### config.mk
export PLATFORM = sky130hd
export DESIGN_NAME = mc_fork_unit
export DESIGN_NICKNAME = d
export VERILOG_FILES = /design/src/rtl/mc_fork_unit_pkg.sv /design/src/rtl/mc_dst_split.sv /design/src/rtl/mc_fork_unit.sv
export SDC_FILE = /design/constraint.sdc
export NUM_CORES = 1
export LEC_CHECK = 0
export ABC_AREA = 1
export BUFFER_PORTS_ARGS = -buffer_cell sky130_fd_sc_hd__buf_4
export CORE_MARGIN = 2
export CORE_UTILIZATION = 54
export CTS_BUF_LIST = sky130_fd_sc_hd__clkbuf_8
export DETAILED_ROUTE_END_ITERATION = 10
export GPL_ROUTABILITY_DRIVEN = 0
export PLACE_DENSITY = 0.82
export SLEW_MARGIN = 30
export SYNTH_ARGS = -nofsm -noshare
export SYNTH_HDL_FRONTEND = slang
export SYNTH_SLANG_ARGS = --single-unit
### constraint.sdc
create_clock -name clk -period 2.2 [get_ports clk]
set_input_delay 0 -clock clk [delete_from_list [all_inputs] [get_ports clk]]
set_output_delay 0 -clock clk [all_outputs]
set_load 0.1 [all_outputs]
### src/rtl/mc_fork_unit_pkg.sv
// mc_fork_unit_pkg: shared router constants, direction masks and enums for multicast forking.
// Each travel direction splits the 16-node destination bitmap into four nibble regions.
package mc_fork_unit_pkg;
    localparam int NPORT = 5;
    localparam int DST_W = 16;

    typedef enum logic [1:0] {DIR_N, DIR_E, DIR_S, DIR_W} outdir_e;
    typedef enum logic {IDLE, FORK} state_e;

    // Reverse port is always empty; the other ports take nibbles 0..3 in port order.
    localparam logic [DST_W-1:0] N_MASK_N = 16'h000F;
    localparam logic [DST_W-1:0] N_MASK_E = 16'h00F0;
    localparam logic [DST_W-1:0] N_MASK_S = 16'h0000;
    localparam logic [DST_W-1:0] N_MASK_W = 16'h0F00;
    localparam logic [DST_W-1:0] N_MASK_L = 16'hF000;
    localparam logic [DST_W-1:0] E_MASK_N = 16'h000F;
    localparam logic [DST_W-1:0] E_MASK_E = 16'h00F0;
    localparam logic [DST_W-1:0] E_MASK_S = 16'h0F00;
    localparam logic [DST_W-1:0] E_MASK_W = 16'h0000;
    localparam logic [DST_W-1:0] E_MASK_L = 16'hF000;
    localparam logic [DST_W-1:0] S_MASK_N = 16'h0000;
    localparam logic [DST_W-1:0] S_MASK_E = 16'h000F;
    localparam logic [DST_W-1:0] S_MASK_S = 16'h00F0;
    localparam logic [DST_W-1:0] S_MASK_W = 16'h0F00;
    localparam logic [DST_W-1:0] S_MASK_L = 16'hF000;
    localparam logic [DST_W-1:0] W_MASK_N = 16'h000F;
    localparam logic [DST_W-1:0] W_MASK_E = 16'h0000;
    localparam logic [DST_W-1:0] W_MASK_S = 16'h00F0;
    localparam logic [DST_W-1:0] W_MASK_W = 16'h0F00;
    localparam logic [DST_W-1:0] W_MASK_L = 16'hF000;

    localparam logic [3:0][NPORT-1:0][DST_W-1:0] MASKS = {
        {W_MASK_L, W_MASK_W, W_MASK_S, W_MASK_E, W_MASK_N},
        {S_MASK_L, S_MASK_W, S_MASK_S, S_MASK_E, S_MASK_N},
        {E_MASK_L, E_MASK_W, E_MASK_S, E_MASK_E, E_MASK_N},
        {N_MASK_L, N_MASK_W, N_MASK_S, N_MASK_E, N_MASK_N}
    };

    function automatic logic [DST_W-1:0] dir_mask(input outdir_e d, input logic [2:0] p);
        return MASKS[d][p];
    endfunction
endpackage

### src/rtl/mc_dst_split.sv
// mc_dst_split: splits a destination bitmap into per-port pruned lists and the preferred-port vector.
module mc_dst_split
    import mc_fork_unit_pkg::*;
(
    input  logic [DST_W-1:0]       dst_i,
    input  outdir_e                outdir_i,
    output logic [NPORT-1:0]       ppv_o,
    output logic [NPORT*DST_W-1:0] lists_o
);
    for (genvar p = 0; p < NPORT; p++) begin : g_port
        assign lists_o[p*DST_W +: DST_W] = dst_i & dir_mask(outdir_i, 3'(p));
        assign ppv_o[p] = |lists_o[p*DST_W +: DST_W];
    end
endmodule

### src/rtl/mc_fork_unit.sv
// mc_fork_unit: holds one multicast flit, requests its preferred ports and emits a pruned copy per grant.
module mc_fork_unit
    import mc_fork_unit_pkg::*;
#(
    parameter int DATA_W   = 128,
    parameter int STARVE_W = 4
) (
    input  logic                   clk,
    input  logic                   rst_n,
    input  logic                   in_valid,
    output logic                   in_ready,
    input  logic [1:0]             in_outdir,
    input  logic [DST_W-1:0]       in_dst_list,
    input  logic [DATA_W-1:0]      in_data,
    output logic [NPORT-1:0]       req_ppv,
    input  logic [NPORT-1:0]       grant,
    output logic                   starve,
    output logic [NPORT-1:0]       out_valid,
    output logic [NPORT*DST_W-1:0] out_dst_list,
    output logic [DATA_W-1:0]      out_data,
    output logic                   drop_empty
);
    state_e                 state_q, state_d;
    logic [NPORT-1:0]       pending_q, pending_d;
    logic [NPORT*DST_W-1:0] lists_q, lists_d;
    logic [DATA_W-1:0]      data_q, data_d;
    logic [NPORT-1:0]       out_valid_q, out_valid_d;
    logic [NPORT*DST_W-1:0] out_dst_q, out_dst_d;
    logic [DATA_W-1:0]      out_data_q, out_data_d;
    logic [STARVE_W-1:0]    cnt_q, cnt_d;
    logic                   drop_q, drop_d;
    logic [NPORT-1:0]       ppv, eff, rest;
    logic [NPORT*DST_W-1:0] split_lists;
    logic                   accept;

    mc_dst_split u_split (
        .dst_i   (in_dst_list),
        .outdir_i(outdir_e'(in_outdir)),
        .ppv_o   (ppv),
        .lists_o (split_lists)
    );

    always_comb begin
        eff = (state_q == FORK) ? grant & pending_q : '0;
        rest = pending_q & ~eff;
        in_ready = (state_q == IDLE) || (rest == '0);
        accept = in_valid && in_ready;
        state_d = (state_q == FORK && rest == '0) ? IDLE : state_q;
        pending_d = rest;
        lists_d = lists_q;
        data_d = data_q;
        cnt_d = (state_q == FORK && eff == '0) ? ((&cnt_q) ? cnt_q : cnt_q + 1'b1) : '0;
        drop_d = accept && (ppv == '0);
        // A new flit accepted in the final grant cycle overwrites the hold registers;
        // the old copies are already captured in the output stage below.
        if (accept && ppv != '0) begin
            state_d = FORK;
            pending_d = ppv;
            lists_d = split_lists;
            data_d = in_data;
            cnt_d = '0;
        end
        out_valid_d = eff;
        out_dst_d = '0;
        for (int p = 0; p < NPORT; p++)
            out_dst_d[p*DST_W +: DST_W] = eff[p] ? lists_q[p*DST_W +: DST_W] : '0;
        out_data_d = (eff != '0) ? data_q : out_data_q;
    end

    always_ff @(posedge clk or negedge rst_n) begin
        if (!rst_n) begin
            state_q <= IDLE;
            pending_q <= '0;
            lists_q <= '0;
            data_q <= '0;
            out_valid_q <= '0;
            out_dst_q <= '0;
            out_data_q <= '0;
            cnt_q <= '0;
            drop_q <= 1'b0;
        end else begin
            state_q <= state_d;
            pending_q <= pending_d;
            lists_q <= lists_d;
            data_q <= data_d;
            out_valid_q <= out_valid_d;
            out_dst_q <= out_dst_d;
            out_data_q <= out_data_d;
            cnt_q <= cnt_d;
            drop_q <= drop_d;
        end
    end

    assign req_ppv = pending_q;
    assign starve = &cnt_q;
    assign out_valid = out_valid_q;
    assign out_dst_list = out_dst_q;
    assign out_data = out_data_q;
    assign drop_empty = drop_q;
endmodule

==> summary.md <==
| Metric | Value |
|---|---|
| Crit share post-route | `96.0%` |
| Final setup fails | `0` |
| Synth cell count leaders | `741 x nand2_1, 328 x dfrtp_1, 168 x nand3_1` |
| FF-to-FF End | `req_ppv[1]` |
| Site Rows | `57` |
| R2R Setup Slk | `0.09 ns` |
| Violated checks | `hold timing` |
| Fmax | `0.473 GHz` |
| Most used DFF post-synth | `dfrtp_1` |
| CP endpoint | `in_ready` |
| Die Area | `26,000 um^2` |
| Largest net degree at the start of global routing | `132` |
| R2R Path Start | `state_q` |
| Worst-path fanout max | `14` |
| Port bufs | `322` |
| Dpl hpwl | `22,800 um` |
| CP Data Arrival Time | `2.11 ns` |
| Initial Util | `54.9%` |
| Nets@finish | `2,167` |
| First-pass GRT wire length | `66,600 um` |
| Most area-consuming cells after synthesis | `dfrtp_1 61%, nand2_1 21%, nand3_1 6.3%` |
| Fin Hold WS | `-0.00990 ns` |
| Mapped Area | `13,400 um^2` |
| Placeable Area | `24,300 um^2` |
| Clock slew at reported path FFs | `0.06 ns` |
| Startpoint type of the worst setup path | `register` |
| Area growth syn-to-layout | `39.1%` |
| Most frequent CP cell | `nand2_1` |
| Area leader, netlist | `dfrtp_1` |
| CP max stage cell | `dfrtp_2` |
| CTS Buf Count | `51` |
| Post-Route Skew | `0.0190 ns` |
| CTS tree | `built` |
| Post-synthesis async set-or-reset flop share | `100%` |
| Vias/cell | `5.33` |
| Die span in y | `161 um` |
| Number of I/O pins | `375` |
| H-Tree Depth | `2` |
| FF+latch count, synth | `328` |
| WL/cell | `17.7 um` |
| Sequential cell area fraction in the yosys report | `61.4%` |
| Worst Path Required | `2.20 ns` |
| Status | `complete, but fails checks` |
| Cells on worst reg2reg path | `9` |
| Number of fill cells | `1,501` |
| Clk_lat worst skew | `0.57 ns` |
| Buffer count from post-CTS setup fixing | `0` |
| Post-Synthesis Cells | `1,531` |
| GRT Total Usage | `32.4%` |
| RSZ-0062 raised after global routing | `yes` |
| ANT nets after route | `0` |
| Crit. End Element | `output pin` |
| Crit path from | `state_q` |
| Worst Path Class, Setup | `reg -> out` |
| Horiz. Die Dim | `161 um` |
| Synth top area share | `61.4%` |
| Bufs on Longest Clock Path | `3` |
| Vias in the first global route | `13,000` |
| Clock sink count | `328` |
| Final hold vios | `2` |
| Tmin final | `2.11 ns` |
| Initial drt markers | `1,547` |
| DRC | `0` |
| Avg Inst Size Synth | `8.73 um^2` |
| Via Count | `12,600` |
| Max-Cap Viols | `0` |
| Unique cell type count in the Yosys netlist | `24` |
| Final Max Slew Viols | `0` |
| YS warnings | `0` |
| EDFF count, synth | `0` |
| Min-delay worst type | `in -> async` |
| CTS root buf | `clkbuf_8` |
| Most frequent cell after synthesis | `nand2_1` |
| Max incr delay on CP | `0.51 ns` |
| Worst-Margin Slew | `0.609 ns` |
| Worst-path cell chain | `nand2_1 > nand2_1 > nand3_1 > nor2_1 > nor2_2 > inv_1 > buf_4` |
| Global route overflow | `0` |
| Pre-Repair DR Iteration Count | `6` |
| WL final | `42,000 um` |
| Layout cell share with drive strength beyond 1 | `21.8%` |
| Rel. slew slack | `59.4%` |
| Initial antenna violation count | `2` |
==> logic make-up after synthesis <==
group | count (synthesis) | share of synthesized area (%)
and+or+nand+nor | 981 | 29.6
xor gates and xnor gates | 1 | 0.0656
DFF | 328 | 61.4
adders and majority gates | 1 | 0.0936
other | 1 | 0.0281
AOI/OAI and AO/OA | 11 | 0.412
buffers and inverters | 208 | 8.35
==> stage by stage <==
stage / std cells / setup WS (ns) / util [%] / instance area [um^2] / TNS [ns]
after detailed placement: 2124 / 0.138 / 65.6 / 16000 / 0
after floorplan: 1582 / 0.0509 / - / 13600 / 0
after global routing: 2372 / -0.0254 / 76.4 / 18600 / -0.0428
after global placement: 2124 / 0.229 / 65.6 / 16000 / 0
final: 2372 / 0.0877 / 76.4 / 18600 / 0
after CTS: 2369 / 0.0200 / 76.3 / 18500 / 0
==> registers in the layout, summed over array words and instances, names as in the netlist <==
register,cells
data_q,128
out_data,128
lists_q,28
out_dst_list,28
out_valid,5
req_ppv,5
cnt_q,4
drop_empty,1
state_q,1
==> critical path, delay by kind of cell, from the launching register on <==
kind | cells | cell delay [ns]
flip-flops | 1 | 0.51
buffers and inverters | 2 | 0.50
AND/OR/NAND/NOR | 5 | 0.54
==> cells in the final DEF (no fill, tap or decap), types with 2 or more instances in the layout <==
cell,n
inv_1,85
dlygate4sd3_1,158
nand4_1,4
a21oi_1,3
nor2_1,56
nor2_2,3
buf_12,11
nand3_2,3
o21ai_0,7
clkinv_2,7
dfrtp_1,322
diode_2,2
nand3_1,167
buf_4,340
conb_1,52
inv_2,3
clkbuf_8,62
bufinv_16,2
dfrtp_2,6
nand2_1,741
==> final cells by class <==
| class | count | area, um^2 | share of cell area, % |
|---|---|---|---|
| multi-input cells | 1046 | 4250 | 22.9 |
| clock buffers | 62 | 853 | 4.59 |
| diodes | 2 | 5.00 | 0.0269 |
| well taps | 324 | 405 | 2.18 |
| repair buffers | 512 | 4420 | 23.8 |
| clock inverters | 25 | 155 | 0.835 |
| flip-flops and latches | 328 | 8220 | 44.2 |
| inverters | 73 | 277 | 1.49 |
==> worst min path at each step <==
stage,start,endpoint,slack (ns),cells after the start
2_1_floorplan,rst_n,cnt_q[0],-0.30,0
3_3_place_gp,rst_n,out_dst_list[38],0.01,1
3_5_place_dp,rst_n,out_dst_list[38],0.02,1
4_1_cts,rst_n,out_dst_list[39],0.01,2
5_1_grt,rst_n,out_dst_list[39],0.04,2
6_report,rst_n,out_dst_list[39],-0.01,2
==> per-layer routing <==
layer	vias up	part of all wire, %	GRT usage (%)	routed length, um
li1	5552	-	-	-
met1	6063	35	37.8	14500
met2	784	49	52.8	20800
met3	245	8.4	8.06	3520
met4	0	7.6	22.6	3170
met5	-	0	0	0
==> timing repair <==
item | in CTS | in global routing
hold buffers | 158 | 0
hold endpoints to repair | 516 | 0
gates resized for setup | 0 | 2
endpoints found under the setup margin | 0 | 146
Power is not shown: default switching activity piles up to over one toggle a cycle in this logic, so the estimate is an artifact.
